File: src/rtl/rf_wb_arbiter.sv
// Round-robin arbiter sharing the register file write port among NUM_REQ writeback sources.
// Define RF_WB_ARB_FIXED_PRIO_EN for fixed priority (lowest index wins, no rr_ptr).
module rf_wb_arbiter #(
    parameter int unsigned NUM_REQ = 3,
    parameter int unsigned DATA_W  = 32,
    parameter int unsigned ADDR_W  = 5
) (
    input  logic                      clk,
    input  logic                      rst_n,
    input  logic [NUM_REQ-1:0]        req_valid,
    output logic [NUM_REQ-1:0]        req_ready,
    input  logic [NUM_REQ*ADDR_W-1:0] req_addr,
    input  logic [NUM_REQ*DATA_W-1:0] req_data,
    input  logic                      stall,
    output logic                      RegWrite,
    output logic [ADDR_W-1:0]         Write_Reg,
    output logic [DATA_W-1:0]         Write_Data,
    output logic [$clog2(NUM_REQ)-1:0] grant_id
);

    localparam int unsigned IdW = $clog2(NUM_REQ);

    logic [ADDR_W-1:0] addr_arr [NUM_REQ];
    logic [DATA_W-1:0] data_arr [NUM_REQ];

    for (genvar i = 0; i < NUM_REQ; i++) begin : g_unpack
        assign addr_arr[i] = req_addr[i*ADDR_W +: ADDR_W];
        assign data_arr[i] = req_data[i*DATA_W +: DATA_W];
    end

    logic [IdW-1:0] search_start;
    logic [IdW-1:0] gnt_idx;
    logic           gnt_found;
    logic           xfer;

`ifdef RF_WB_ARB_FIXED_PRIO_EN
    assign search_start = '0;
`else
    logic [IdW-1:0] rr_ptr_q;
    logic [IdW-1:0] rr_ptr_d;

    assign search_start = rr_ptr_q;

    always_comb begin
        rr_ptr_d = rr_ptr_q;
        if (xfer) begin
            rr_ptr_d = (gnt_idx == IdW'(NUM_REQ - 1)) ? '0 : gnt_idx + 1'b1;
        end
    end

    always_ff @(posedge clk or negedge rst_n) begin
        if (!rst_n) begin
            rr_ptr_q <= '0;
        end else begin
            rr_ptr_q <= rr_ptr_d;
        end
    end
`endif

    // Search NUM_REQ slots starting at search_start, wrapping at NUM_REQ-1.
    always_comb begin
        logic [IdW:0]   sum;
        logic [IdW-1:0] idx;
        gnt_found = 1'b0;
        gnt_idx   = '0;
        sum       = '0;
        idx       = '0;
        for (int k = 0; k < int'(NUM_REQ); k++) begin
            sum = {1'b0, search_start} + (IdW+1)'(k);
            if (sum >= (IdW+1)'(NUM_REQ)) begin
                sum = sum - (IdW+1)'(NUM_REQ);
            end
            idx = sum[IdW-1:0];
            if (!gnt_found && req_valid[idx]) begin
                gnt_found = 1'b1;
                gnt_idx   = idx;
            end
        end
    end

    assign xfer = gnt_found & ~stall;

    always_comb begin
        req_ready = '0;
        if (xfer && rst_n) begin
            req_ready[gnt_idx] = 1'b1;
        end
    end

    logic                regwrite_q, regwrite_d;
    logic [ADDR_W-1:0]   write_reg_q, write_reg_d;
    logic [DATA_W-1:0]   write_data_q, write_data_d;
    logic [IdW-1:0]      grant_id_q, grant_id_d;

    // Writes to x0 still take the slot but never assert the write enable.
    always_comb begin
        regwrite_d   = 1'b0;
        write_reg_d  = write_reg_q;
        write_data_d = write_data_q;
        grant_id_d   = grant_id_q;
        if (xfer) begin
            regwrite_d   = (addr_arr[gnt_idx] != '0);
            write_reg_d  = addr_arr[gnt_idx];
            write_data_d = data_arr[gnt_idx];
            grant_id_d   = gnt_idx;
        end
    end

    always_ff @(posedge clk or negedge rst_n) begin
        if (!rst_n) begin
            regwrite_q   <= 1'b0;
            write_reg_q  <= '0;
            write_data_q <= '0;
            grant_id_q   <= '0;
        end else begin
            regwrite_q   <= regwrite_d;
            write_reg_q  <= write_reg_d;
            write_data_q <= write_data_d;
            grant_id_q   <= grant_id_d;
        end
    end

    assign RegWrite   = regwrite_q;
    assign Write_Reg  = write_reg_q;
    assign Write_Data = write_data_q;
    assign grant_id   = grant_id_q;

endmodule

File: config.mk
export PLATFORM = sky130hd
export DESIGN_NAME = rf_wb_arbiter
export DESIGN_NICKNAME = d
export VERILOG_FILES = /design/src/rtl/rf_wb_arbiter.sv
export SDC_FILE = /design/constraint.sdc
export NUM_CORES = 1
export LEC_CHECK = 0
export CELL_PAD_IN_SITES_DETAIL_PLACEMENT = 1
export CELL_PAD_IN_SITES_GLOBAL_PLACEMENT = 1
export CORE_ASPECT_RATIO = 2
export CORE_MARGIN = 2
export CORE_UTILIZATION = 28
export DETAILED_ROUTE_END_ITERATION = 10
export GPL_ROUTABILITY_DRIVEN = 1
export PLACE_DENSITY = 0.91
export SLEW_MARGIN = 40
export SYNTH_ARGS = -nofsm -noshare
export SYNTH_HDL_FRONTEND = slang
export SYNTH_SLANG_ARGS = --single-unit
File: constraint.sdc
create_clock -name clk -period 4.05 [get_ports clk]
set_input_delay 1.215 -clock clk [delete_from_list [all_inputs] [get_ports clk]]
set_output_delay 1.215 -clock clk [all_outputs]
set_load 0.01 [all_outputs]
# Yosys cells after proc, flatten, opt, wreduce, memory -nomap -nowiden
# Cells that the tools add are included.
[op_classes]
n_addsub = 6
n_lt_le_gt_ge = 9
eq_ne = 1
n_mux = 26
bitwise_logic = 3
n_reduce_logical = 7
[ops]
columns = ["operator", "count"]
rows = [
  ["binary-select mux 32 bit (select 2 bit)", 1],
  ["2-to-1 mux 32 bit", 2],
  ["2-to-1 mux 2 bit", 7],
  ["< comparator 2 x 3 -> 1 bit (second input constant)", 4],
  ["binary-select mux 5 bit (select 2 bit)", 1],
  ["2-to-1 mux 5 bit", 2],
  ["2-to-1 mux 1 bit", 8],
  ["binary-select mux 1 bit (select 2 bit)", 3],
  [">= comparator 3 x 2 -> 1 bit (second input constant)", 2],
  ["subtractor 2 bit (second input constant)", 3],
  ["nonzero test 5 bit", 1],
  ["logical AND 1 bit", 4],
  ["adder 2 x 1 -> 3 bit (second input constant)", 1],
  ["adder 2 x 2 -> 3 bit (second input constant)", 1],
  [">= comparator 3 bit (second input constant)", 1],
  ["2-to-1 mux 3 bit", 1],
  ["NOT 2 -> 3 bit", 1],
  ["adder 2 x 1 -> 2 bit (second input constant)", 1],
  ["demux 1 bit (select 2 bit)", 1],
  ["equality test 2 bit (second input constant)", 1],
  [">= comparator 2 x 1 -> 1 bit (second input constant)", 1],
  [">= comparator 2 bit (second input constant)", 1],
  ["logical NOT 1 bit", 2],
  ["bitwise AND 1 bit", 1],
  ["NOT 1 bit", 1],
]
[totals]
ff_bits = 42
input_bits = 117
word_cells = 57

# Longest topological paths before layout
[depth]
word_depth = 17
depth_mapped = 11

# Worst setup path before layout
# No wires, ideal clock.
[synth_timing]
path_kind = "input port to output port"
startpoint = "input port req_valid[1]"
endpoint = "output port req_ready[0]"
t_arrival_ps = 2644
t_required_ps = 2835
slack_ps = 191
cell_stages = 5
n_path_buf = 0
path_cell_list = "mux2_2 > mux2i_4 > nand2_1 > o41a_1 > nor4_1"
[synth_between]
elab_chain_len = 14
[synth_lines]
columns = ["item", "line", "rtl"]
rows = [
  ["start, declared", "10", "input logic [NUM_REQ-1:0] req_valid,"],
  ["binary-select mux 1 bit (select 2 bit)", "74", "if (!gnt_found && req_valid[idx]) begin"],
  ["2-to-1 mux 1 bit (not written as such)", "74", ""],
  ["2-to-1 mux 1 bit", "74", ""],
  ["logical NOT 1 bit", "74", ""],
  ["logical AND 1 bit", "74", ""],
  ["2-to-1 mux 1 bit", "74", ""],
  ["logical NOT 1 bit", "74", ""],
  ["logical AND 1 bit", "74", ""],
  ["2-to-1 mux 2 bit", "74", ""],
  ["< comparator 2 x 3 -> 1 bit (not written as such) / >= comparator 2 x 1 -> 1 bit (equally long branches)", "86", "req_ready[gnt_idx] = 1'b1;"],
  ["logical AND 1 bit (not written as such)", "86", ""],
  ["2-to-1 mux 1 bit (not written as such)", "86", ""],
  ["demux 1 bit (select 2 bit)", "86", ""],
  ["2-to-1 mux 3 bit (*)", "85", "if (xfer && rst_n) begin"],
  ["end, declared", "11", "output logic [NUM_REQ-1:0] req_ready,"],
]
# Mark *: on every way between the ends. The rest lies on a longest branch, timed or not. The select of a mux whose other input is x is not followed.

# Final worst setup path
[layout_timing]
startpoint = "input port req_valid[0]"
endpoint = "output port req_ready[2]"
# Same word-level chain as after synthesis.

==> results.yml <==
status:
  status: "complete, no violations"
synthesis:
  yosys-top-cells-count: "dfrtp_1, nand2_1, mux2i_1, o21ai_1, mux2_2"
  synth_top_family_by_area: "multiplexers"
  synthDistinctLibCells: 40
  synth_xor_area_share_pct: 0
  synthMuxAreaShare_pct: 31.4
  yosysSeqAreaShare_pct: 38.3
  syn_area_um2: 2750
  synth.area.top_cells: "dfrtp_1, mux2i_1, mux2_2"
  yosysWarnings: 0
  syn_avg_cell_area_um2: 10.2
  yosysTopAreaCellShare_pct: 38.3
  synth_seq_cells: 42
  syn_inst: 269
  synth_area_leader_cell: "dfrtp_1"
  ys.flop_type: "dfrtp_1"
  synth_edf_count: 0
  async_reset_ff_share_pct: 100
  synth_fa_ha_area_share_pct: 1.82
  synth_fp_nets: 390
  synth_compound_area_share_pct: 13.3
  synthSimpleGateAreaFrac_pct: 10.3
critical_path:
  critPathRequiredTime_ps: 2830
  arrival_ps: 2790
  crit_path_start_kind: "input pin"
  reg2reg_setup_slack_ps: 950
  cp-end-kind: "output port"
  critPathMaxFanout: 4
  timing.rr.end: "Write_Data[3]"
  worst-r2r-cell-count: 11
  crit_type: "in -> out"
  r2r-start: "rr_ptr_q[0]"
final_layout:
  drive_gt1_share_pct: 18.8
  antenna_cells: 0
  n_fill_cell: 1050
  multi_input_area_um2: 1650
  ff_latch_area_um2: 1050
  finalNetCount: 571
  area_growth_pct: 77.8
drt:
  drc: 0
  vias: 2834
  ant_nets: 0
  vias_per_cell: 4.86
  wl_per_cell_um: 18.0
  wl_um: 10500
  first_pass_iters: 4
  dr.first_iter.drc_count: 63
worst_hold_path:
  worstHoldPathCells: 2
  min_from: "grant_id[1]"
  hold_end: "grant_id[1]"
  hold_class: "reg -> reg"
clock_tree:
  cts_buffers: 5
  cts-root-buf: "clkbuf_16"
  clock_latency_ps: 280
  cts.sinks: 42
  clkTransAtPathRegs_ps: 60
  h-tree-depth: 2
  clk_path_buf_depth: 2
  ctsHoldBuffers: 0
  cts_tree: "yes"
timing:
  final_hold_viol_count: 0
  setup_viol: 0
  fin_crit_ps: 4000
  tightest_slew_ps: 551
  setup_slack_ps: 48.8
  slew_headroom_pct: 63.3
  fmax_ghz: 0.250
  drv_slew: 0
  fin_crit_sh_pct: 98.8
  worst_clock_skew_ps: 4.42
placement:
  post-dp-hpwl_um: 8430
  dpl_worst_slack_ps: -786
  place_congestion: 0.943
  io_buffers: 159
pwr:
  finalPower_mw: 3.57
  p_leak_nw: 2.21
  ir_worst_vdd_mv: 0.269
  cellPowerDensity_nw_per_um2: 731
global_routing:
  grt_pass1_vias: 3255
  grt-ovfl-total: 0
  grt_max_degree: 45
  grt_pass1_wl_um: 15900
  antenna_found_initial: 0
  gr-usage-all-layers_pct: 19.8
floorplanning:
  chipWidth_um: 74.0
  start_util_pct: 28.5
  core_area_um2: 9640
  rows: 51
  die_area_um2: 10700
  fp.dieH_um: 144
  io_pins: 160
job:
  cap_viol_max_count: 0
-- metrics by stage --
step / instances / setup TNS (ps) / utilization, % / hold slack, ps / area, um2
2_1_floorplan: 269 / 0 / - / 500 / 2750
3_3_place_gp: 564 / -1540 / 47.6 / 461 / 4590
3_5_place_dp: 564 / -1900 / 47.6 / 473 / 4590
4_1_cts: 579 / 0 / 50.3 / 487 / 4840
5_1_grt: 583 / -35.6 / 50.7 / 525 / 4880
6_report: 583 / 0 / 50.7 / 476 / 4880
-- worst max path at each step --
stage | from | endpoint
final | req_valid[0] | req_ready[2]
after global routing | req_valid[2] | req_ready[0]
after CTS | req_valid[2] | req_ready[0]
after detailed placement | req_valid[2] | req_ready[0]
after global placement | req_valid[0] | req_ready[0]
after floorplan | req_valid[1] | req_ready[0]
-- final cells by class --
class | instances | share of cell area (%)
clock inverters | 3 | 0.820
clock buffers | 5 | 2.56
flip-flops and latches | 42 | 21.5
multi-input cells | 202 | 33.8
repair buffers | 192 | 37.4
inverters | 7 | 0.538
well taps | 132 | 3.38
-- layer usage --
metal	global-route usage [%]	part of all wire (%)
met2	39.3	60
met4	9.57	4.2
met5	0	0
met3	3.62	4.5
met1	18.0	31
-- where the power goes --
part	leakage (nW)	switching, mW	total, mW	internal [mW]
sequential	0.514	0.114	0.742	0.627
combinational	1.61	1.13	2.38	1.26
clock	0.0836	0.161	0.449	0.288
total	2.21	1.40	3.57	2.17
-- placed cells by master (no fill, tap or decap), drive strengths merged, types with 4 or more instances in the layout --
| cell type | netlist | layout |
|---|---|---|
| ha | 4 | 4 |
| clkdlybuf4s50 | 0 | 152 |
| nor2b | 5 | 5 |
| mux2 | 38 | 38 |
| inv | 7 | 7 |
| dfrtp | 42 | 42 |
| buf | 13 | 35 |
| mux2i | 41 | 41 |
| nand2 | 42 | 42 |
| clkbuf | 5 | 8 |
| o21ai | 40 | 40 |
-- worst max-delay path, cell delays in order --
cell	delay, ps
clkbuf_2	110
mux2_4	290
mux2i_4	170
nand2b_1	110
buf_4	150
buf_4	120
buf_4	130
o21bai_4	150
nor3_1	60
dlygate4sd2_1	280
-- cell families (layout without fill, tap and decap cells) --
group,count (synthesis),count (layout)
AO/OA/AOI/OAI,58,58
AND/OR/NAND/NOR,61,61
adder cells (fa/ha/maj),4,4
flip-flops,42,42
buffers and inverters,25,207
multiplexers,79,79
-- state kept, by name, indices dropped and copies added, names as in the netlist --
name,count
Write_Reg,5
grant_id,2
RegWrite,1
rr_ptr_q,2
Write_Data,32
-- timing repair --
action / in CTS / in global routing
setup endpoints to repair: 3 / 3
buffers inserted: 7 / 4
pin swaps: 4 / 3
resized for setup: 21 / 11
Power figures use the tool's default switching activity.
